### config.mk
export PLATFORM = sky130hd
export DESIGN_NAME = d_imm_gen
export DESIGN_NICKNAME = d
export VERILOG_FILES = /design/src/rtl/d_imm_gen.sv
export SDC_FILE = /design/constraint.sdc
export NUM_CORES = 1
export LEC_CHECK = 0
export ABC_AREA = 0
export CORE_ASPECT_RATIO = 1.25
export CORE_UTILIZATION = 40
export CTS_CLUSTER_SIZE = 10
export DETAILED_ROUTE_END_ITERATION = 6
export HOLD_SLACK_MARGIN = 0.02
export PLACE_DENSITY_LB_ADDON = 0.12
export SLEW_MARGIN = 10
export SYNTH_ARGS = -nofsm -noshare
export SYNTH_HDL_FRONTEND = slang
export SYNTH_SLANG_ARGS = --single-unit
### constraint.sdc
create_clock -name i_clk -period 7.55 [get_ports i_clk]
set_clock_uncertainty 0.2 [all_clocks]
set_input_delay 2.265 -clock i_clk [delete_from_list [all_inputs] [get_ports i_clk]]
set_output_delay 2.265 -clock i_clk [all_outputs]
set_load 0.1 [all_outputs]
### src/rtl/d_imm_gen.sv
// d_imm_gen: decode-stage immediate extender behind a 2-entry (OUT + SKID) valid/ready stage.
// Optional macro D_IMM_GEN_BRANCH_EN enables branch-offset mode 3 (s << 2) for opcodes 000100/000101.
module d_imm_gen #(
  parameter int IMM_W  = 16,
  parameter int DATA_W = 32
) (
  input  logic              i_clk,
  input  logic              i_rst,
  input  logic              i_valid,
  output logic              o_ready,
  input  logic [IMM_W-1:0]  i_data_immD,
  input  logic [5:0]        i_data_opcode,
  input  logic [5:0]        i_data_funct,
  input  logic              i_flush,
  output logic              o_valid,
  input  logic              i_ready,
  output logic [DATA_W-1:0] o_data_immD,
  output logic [1:0]        o_data_mode
);

  localparam int FILL_W = DATA_W - IMM_W;

  generate
    if (DATA_W < IMM_W + 2) begin : g_bad_width
      $error("d_imm_gen: DATA_W must be at least IMM_W + 2");
    end
  endgenerate

  typedef enum logic [1:0] {
    S_EMPTY = 2'd0,
    S_ONE   = 2'd1,
    S_FULL  = 2'd2
  } state_t;

  state_t r_state;
  state_t w_state_next;

  logic              r_rdy_en;
  logic [DATA_W-1:0] r_out_data;
  logic [1:0]        r_out_mode;
  logic [DATA_W-1:0] r_skid_data;
  logic [1:0]        r_skid_mode;

  logic [1:0]        w_mode;
  logic [DATA_W-1:0] w_sext;
  logic [DATA_W-1:0] w_zext;
  logic [DATA_W-1:0] w_upper;
  logic [DATA_W-1:0] w_ext;
  logic              w_accept;
  logic              w_load_out_in;
  logic              w_load_out_skid;
  logic              w_load_skid;

  // Mode decode from opcode/funct
  always_comb begin
    w_mode = 2'd1;
    case (i_data_opcode)
      6'b001000, 6'b001001, 6'b001010, 6'b001011,
      6'b100011, 6'b101011: w_mode = 2'd0;
      6'b001100, 6'b001101, 6'b001110: w_mode = 2'd1;
      6'b001111: w_mode = 2'd2;
`ifdef D_IMM_GEN_BRANCH_EN
      6'b000100, 6'b000101: w_mode = 2'd3;
`else
      6'b000100, 6'b000101: w_mode = 2'd0;
`endif
      6'b000000: begin
        if (i_data_funct == 6'b100000 || i_data_funct == 6'b100010) begin
          w_mode = 2'd0;
        end else begin
          w_mode = 2'd1;
        end
      end
      default: w_mode = 2'd1;
    endcase
  end

  assign w_sext  = {{FILL_W{i_data_immD[IMM_W-1]}}, i_data_immD};
  assign w_zext  = {{FILL_W{1'b0}}, i_data_immD};
  assign w_upper = {i_data_immD, {FILL_W{1'b0}}};

`ifdef D_IMM_GEN_BRANCH_EN
  logic [DATA_W-1:0] w_branch;
  // The two sign bits shifted out of the top are intentionally lost.
  assign w_branch = {w_sext[DATA_W-3:0], 2'b00};
`endif

  always_comb begin
    w_ext = w_zext;
    case (w_mode)
      2'd0:    w_ext = w_sext;
      2'd2:    w_ext = w_upper;
`ifdef D_IMM_GEN_BRANCH_EN
      2'd3:    w_ext = w_branch;
`endif
      default: w_ext = w_zext;
    endcase
  end

  // r_rdy_en keeps o_ready low during reset and lifts it at the first edge after release.
  assign o_ready  = r_rdy_en && (r_state != S_FULL);
  assign o_valid  = (r_state != S_EMPTY);
  assign w_accept = i_valid && o_ready;

  always_comb begin
    w_state_next    = r_state;
    w_load_out_in   = 1'b0;
    w_load_out_skid = 1'b0;
    w_load_skid     = 1'b0;
    if (i_flush) begin
      w_state_next = S_EMPTY;
    end else begin
      case (r_state)
        S_EMPTY: begin
          if (w_accept) begin
            w_load_out_in = 1'b1;
            w_state_next  = S_ONE;
          end
        end
        S_ONE: begin
          if (w_accept && i_ready) begin
            w_load_out_in = 1'b1;
          end else if (w_accept) begin
            w_load_skid  = 1'b1;
            w_state_next = S_FULL;
          end else if (i_ready) begin
            w_state_next = S_EMPTY;
          end
        end
        S_FULL: begin
          if (i_ready) begin
            w_load_out_skid = 1'b1;
            w_state_next    = S_ONE;
          end
        end
        default: w_state_next = S_EMPTY;
      endcase
    end
  end

  always_ff @(posedge i_clk or posedge i_rst) begin
    if (i_rst) begin
      r_state  <= S_EMPTY;
      r_rdy_en <= 1'b0;
    end else begin
      r_state  <= w_state_next;
      r_rdy_en <= 1'b1;
    end
  end

  always_ff @(posedge i_clk or posedge i_rst) begin
    if (i_rst) begin
      r_out_data  <= '0;
      r_out_mode  <= 2'd0;
      r_skid_data <= '0;
      r_skid_mode <= 2'd0;
    end else begin
      if (w_load_out_in) begin
        r_out_data <= w_ext;
        r_out_mode <= w_mode;
      end else if (w_load_out_skid) begin
        r_out_data <= r_skid_data;
        r_out_mode <= r_skid_mode;
      end
      if (w_load_skid) begin
        r_skid_data <= w_ext;
        r_skid_mode <= w_mode;
      end
    end
  end

  assign o_data_immD = r_out_data;
  assign o_data_mode = r_out_mode;

endmodule

Yosys cells after proc, flatten, opt, wreduce, memory -nomap -nowiden
Cells that the tools add are included.
{"block": "word_totals", "regBits": 71, "latchBits": 0, "ram_bits": 0, "romBits": 0, "input_bits": 33, "wordCells": 60, "mem_count": 0}
{"block": "classes", "n_addsub": 0, "mul": 0, "n_div": 0, "magnitude_cmp": 0, "n_eq_ne": 19, "shifts": 0, "mux": 24, "bitwise": 0, "n_reduce_logical": 11}
{"op": "two-way mux 32 bit", "n": 2}
{"op": "one-hot mux 32 bit (2 select lines)", "n": 1}
{"op": "equality test 6 x 4 -> 1 bit (second input constant)", "n": 5}
{"op": "equality test 6 bit (second input constant)", "n": 4}
{"op": "two-way mux 2 bit", "n": 8}
{"op": "equality test 6 x 3 -> 1 bit (second input constant)", "n": 2}
{"op": "one-hot mux 2 bit (3 select lines)", "n": 2}
{"op": "two-way mux 1 bit", "n": 10}
{"op": "inequality test 3 bit (second input constant)", "n": 3}
{"op": "OR reduction 8 bit", "n": 1}
{"op": "logical NOT 6 bit", "n": 1}
{"op": "equality test 2 bit (second input constant)", "n": 2}
{"op": "logical NOT 2 bit", "n": 2}
{"op": "inequality test 4 bit (second input constant)", "n": 1}
{"op": "AND reduction 4 bit", "n": 1}
{"op": "nonzero test 2 bit", "n": 2}
{"op": "logical AND 1 bit", "n": 3}
{"op": "equality test 2 x 1 -> 1 bit (second input constant)", "n": 1}
{"op": "inequality test 2 bit (second input constant)", "n": 1}
{"op": "one-hot mux 1 bit (2 select lines)", "n": 1}
{"op": "logical OR 1 bit", "n": 1}

Depth between registers and ports, before layout
{"block": "depth", "depth_word": 8, "ltp_mapped": 7, "ltp_nobuf": 5}

Least setup slack after synthesis
Ideal clock, no wire load.
{"block": "synth_path", "path_kind": "reg2out", "from": "reg r_state[1]", "to": "out o_ready", "arrival_ns": 1.380, "t_required_ns": 5.085, "path_slack_ns": 3.705, "path_stages_with_launch": 4, "cell_sequence": "dfrtp_1 -> clkbuf_2 -> nand2b_1 -> and2_1"}
{"block": "synth_via", "elab_chain_len": 2}
{"item": "from (decl)", "line": "35", "source": "state_t r_state;"}
{"item": "from (signal assigned)", "line": "146", "source": "r_state <= w_state_next;"}
{"item": "inequality test 2 bit", "line": "101", "source": "assign o_ready = r_rdy_en && (r_state != S_FULL);"}
{"item": "logical AND 1 bit", "line": "101"}
{"item": "to (decl)", "line": "10", "source": "output logic o_ready,"}
Every way passes these cells.

Final worst setup path
Same ends and word-level chain as after synthesis.

==> impl_metrics.ini <==
[timing]
report.final.setup_viol = 0
min_period_ns = 4.78
whs_ns = 0.268
worst_slew_pin_slew_ns = 1.00
tns_ns = 0
grt_setup_unrepaired = false
clock.fmax_mhz = 209
layout_worst_path_cycle_share_pct = 63.3
report.final.slew_viol_count = 0
timing.slew.headroom_pct = 32.7
hold_viol = 0

[place]
globalplace.congestion = 0.722
dp.cells = 457
detailedPlacementHpwl_mm = 4.56
buffer_ports.inserted = 67

[cells_and_area]
instances_no_fill = 473
num-nets-final = 409
final_layout_size_suffix_gt1_share_pct = 7.87
area_delta_synth_final_pct = 30.3
post-route-util_pct = 54.9
antenna_cells = 0

[global_routing]
groute.layer.met1.usage_pct = 27.7
pin_count_of_the_biggest_net_entering_global_routing = 72
grt_pass1_vias = 2604
gr-usage-all-layers_pct = 20.6
groute.layer.met2.usage_pct = 32.8
grt_antenna_before_repair = 0
grt.overflow.total = 0
globalRoute.busiestLayer = met2
use_met3_pct = 3.69
wire_length_of_the_first_global_routing_pass_mm = 12.9

[power]
worst_ir_drop_vdd_mv = 0.157
leakage_nw = 1.81
power.density_nw_per_um2 = 326

[routing]
via_per_inst = 5.58
route.antenna.remaining_nets = 0
postRouteWirelength_mm = 7.69
drt_pass1_iterations = 4
post-route-drc-count = 0
wl_per_cell_um = 16.3
detailedRoute.firstIterationViolations = 227
dr_total_vias = 2638

[die]
die_h_um = 101
fp-row-count = 35
die_area_um2 = 8250
ioPinCount = 69
die_width_um = 81.4
fp.coreArea_um2 = 7490
initial_utilization_pct = 42.1

[clock_tree]
cts_num_sinks = 71
cts_hold_buf = 0
ctsResizeCount = 0
tritoncts = done
cts.path.max_buffers = 2
htree_num_levels = 3
insertion_delay_ns = 0.34
cts.clk_slew.worst_paths_ns = 0.08
cts.repair_timing.setup_buffer_count = 0
root_buffer_master = sky130_fd_sc_hd__clkbuf_8
cts_made_buffers = 9

[synthesis]
share_of_flip_flops_with_an_asynchronous_set_or_reset_pct = 100
synthDistinctLibCells = 40
synth.top_cells.by_area = sky130_fd_sc_hd__dfrtp_1 56%, sky130_fd_sc_hd__nand2_1 8.3%, sky130_fd_sc_hd__a21oi_1 7.3%
synthesized_area_per_cell_um2 = 9.92
synth_seq_cells = 71
post-synth-top-count-cell = sky130_fd_sc_hd__dfrtp_1
syn_inst = 318
synthFlopType = sky130_fd_sc_hd__dfrtp_1
synth_largest_type_area_fraction_pct = 56.3
top_cell_type_by_total_area_after_synthesis = sky130_fd_sc_hd__dfrtp_1
post_synth_most_frequent_cells = 71 x sky130_fd_sc_hd__dfrtp_1, 70 x sky130_fd_sc_hd__nand2_1, 46 x sky130_fd_sc_hd__a21oi_1
edff_count_synth = 0
syn-num-nets = 351
synthesis.yosys.warnings = 0
synth_sequential_area_ratio_pct = 56.3
synth_area_um2 = 3150

[worst_setup_path]
ff2ff_path_depth = 6
criticalPathCategory = flip-flop to primary output
worst_case_register_to_register_setup_slack_ns = 5.16
timing.critical_path.fanout_max = 8
crit-reg2reg-launch = r_state[1]
cp_data_required_time_ns = 5.09
start_kind = flip-flop
timing.rr.end = o_data_immD[6]
critical_path_arrival_ns = 2.31
endpoint_kind = primary output

[min_path]
hold-path-endpoint = o_data_immD[5]
min_path_cells = 2
min-delay-path-class = flip-flop to flip-flop
hold_start = r_skid_data[5]

[job]
max_cap_viols = 0

[run_status]
outcome = finished clean
-- worst max path at each step --
stage                    start         endpoint  depth (start not counted)
finish              r_state[1]          o_ready                          3
global route        r_state[1]          o_ready                          3
CTS                 r_state[1]          o_ready                          3
detailed placement     i_flush   o_data_immD[9]                          6
global placement       i_flush  o_data_immD[11]                          6
floorplan                i_rst   o_data_immD[0]                          1
-- state kept, by name, summed over array words and instances (netlist names) --
signal       flops
r_rdy_en         1
r_skid_mode      2
r_state          2
o_data_immD     32
o_data_mode      2
r_skid_data     32
-- placed cells by master (no fill, tap or decap), types with 3 or more instances in the layout --
master / n
sky130_fd_sc_hd__nor2b_1: 3
sky130_fd_sc_hd__clkbuf_8: 10
sky130_fd_sc_hd__clkdlybuf4s50_1: 67
sky130_fd_sc_hd__a22o_1: 16
sky130_fd_sc_hd__o31ai_1: 3
sky130_fd_sc_hd__buf_4: 5
sky130_fd_sc_hd__nand2_1: 70
sky130_fd_sc_hd__a32oi_1: 15
sky130_fd_sc_hd__nor2_1: 19
sky130_fd_sc_hd__a22oi_1: 16
sky130_fd_sc_hd__bufinv_16: 3
sky130_fd_sc_hd__a21oi_1: 46
sky130_fd_sc_hd__dfrtp_1: 71
sky130_fd_sc_hd__nand2b_1: 3
sky130_fd_sc_hd__nor3_1: 3
-- where the power goes --
| part | internal [W] | switching (W) |
|---|---|---|
| Sequential | 0.000456 | 0.0000429 |
| Clock | 0.000229 | 0.000143 |
| Combinational | 0.000128 | 0.000343 |
| Total | 0.000813 | 0.000528 |
-- cells by family after synthesis --
family / after synthesis / share of synthesized area [%]
AOI/OAI and AO/OA: 104 / 22.4
muxes: 2 / 0.674
buffers and inverters: 27 / 4.32
DFF: 71 / 56.3
other: 1 / 0.119
and+or+nand+nor: 113 / 16.2
-- through the flow --
step                      total power, W  cell area [um2]  setup WS, ns
after floorplan                 0.000856             3150          3.29
after global placement          0.000971             3860          2.89
after detailed placement        0.000978             3860          2.84
after CTS                        0.00135             4110          2.73
after global routing             0.00140             4110          2.68
final                            0.00134             4110          2.77
-- routing by layer --
| layer | part of all wire [%] | vias up |
|---|---|---|
| met5 | 0 | - |
| met4 | 1.2 | 0 |
| met3 | 4.2 | 10 |
| met2 | 49 | 74 |
| met1 | 45 | 1305 |
| li1 | - | 1249 |
-- layout make-up --
type,count,area [um2]
Clock buffer,11,141
Clock inverter,5,105
Fill cell,664,3380
Inverter,2,7.51
Multi-Input combinational cell,220,1260
Sequential cell,71,1780
Tap cell,92,115
Timing Repair Buffer,72,708
-- critical path: stages (launching register included) --
cell	delay, ns
sky130_fd_sc_hd__dfrtp_1	0.47
sky130_fd_sc_hd__nand2b_1	0.22
sky130_fd_sc_hd__and2_1	0.15
sky130_fd_sc_hd__clkdlybuf4s50_1	1.13
Power figures use the tool's default switching activity.
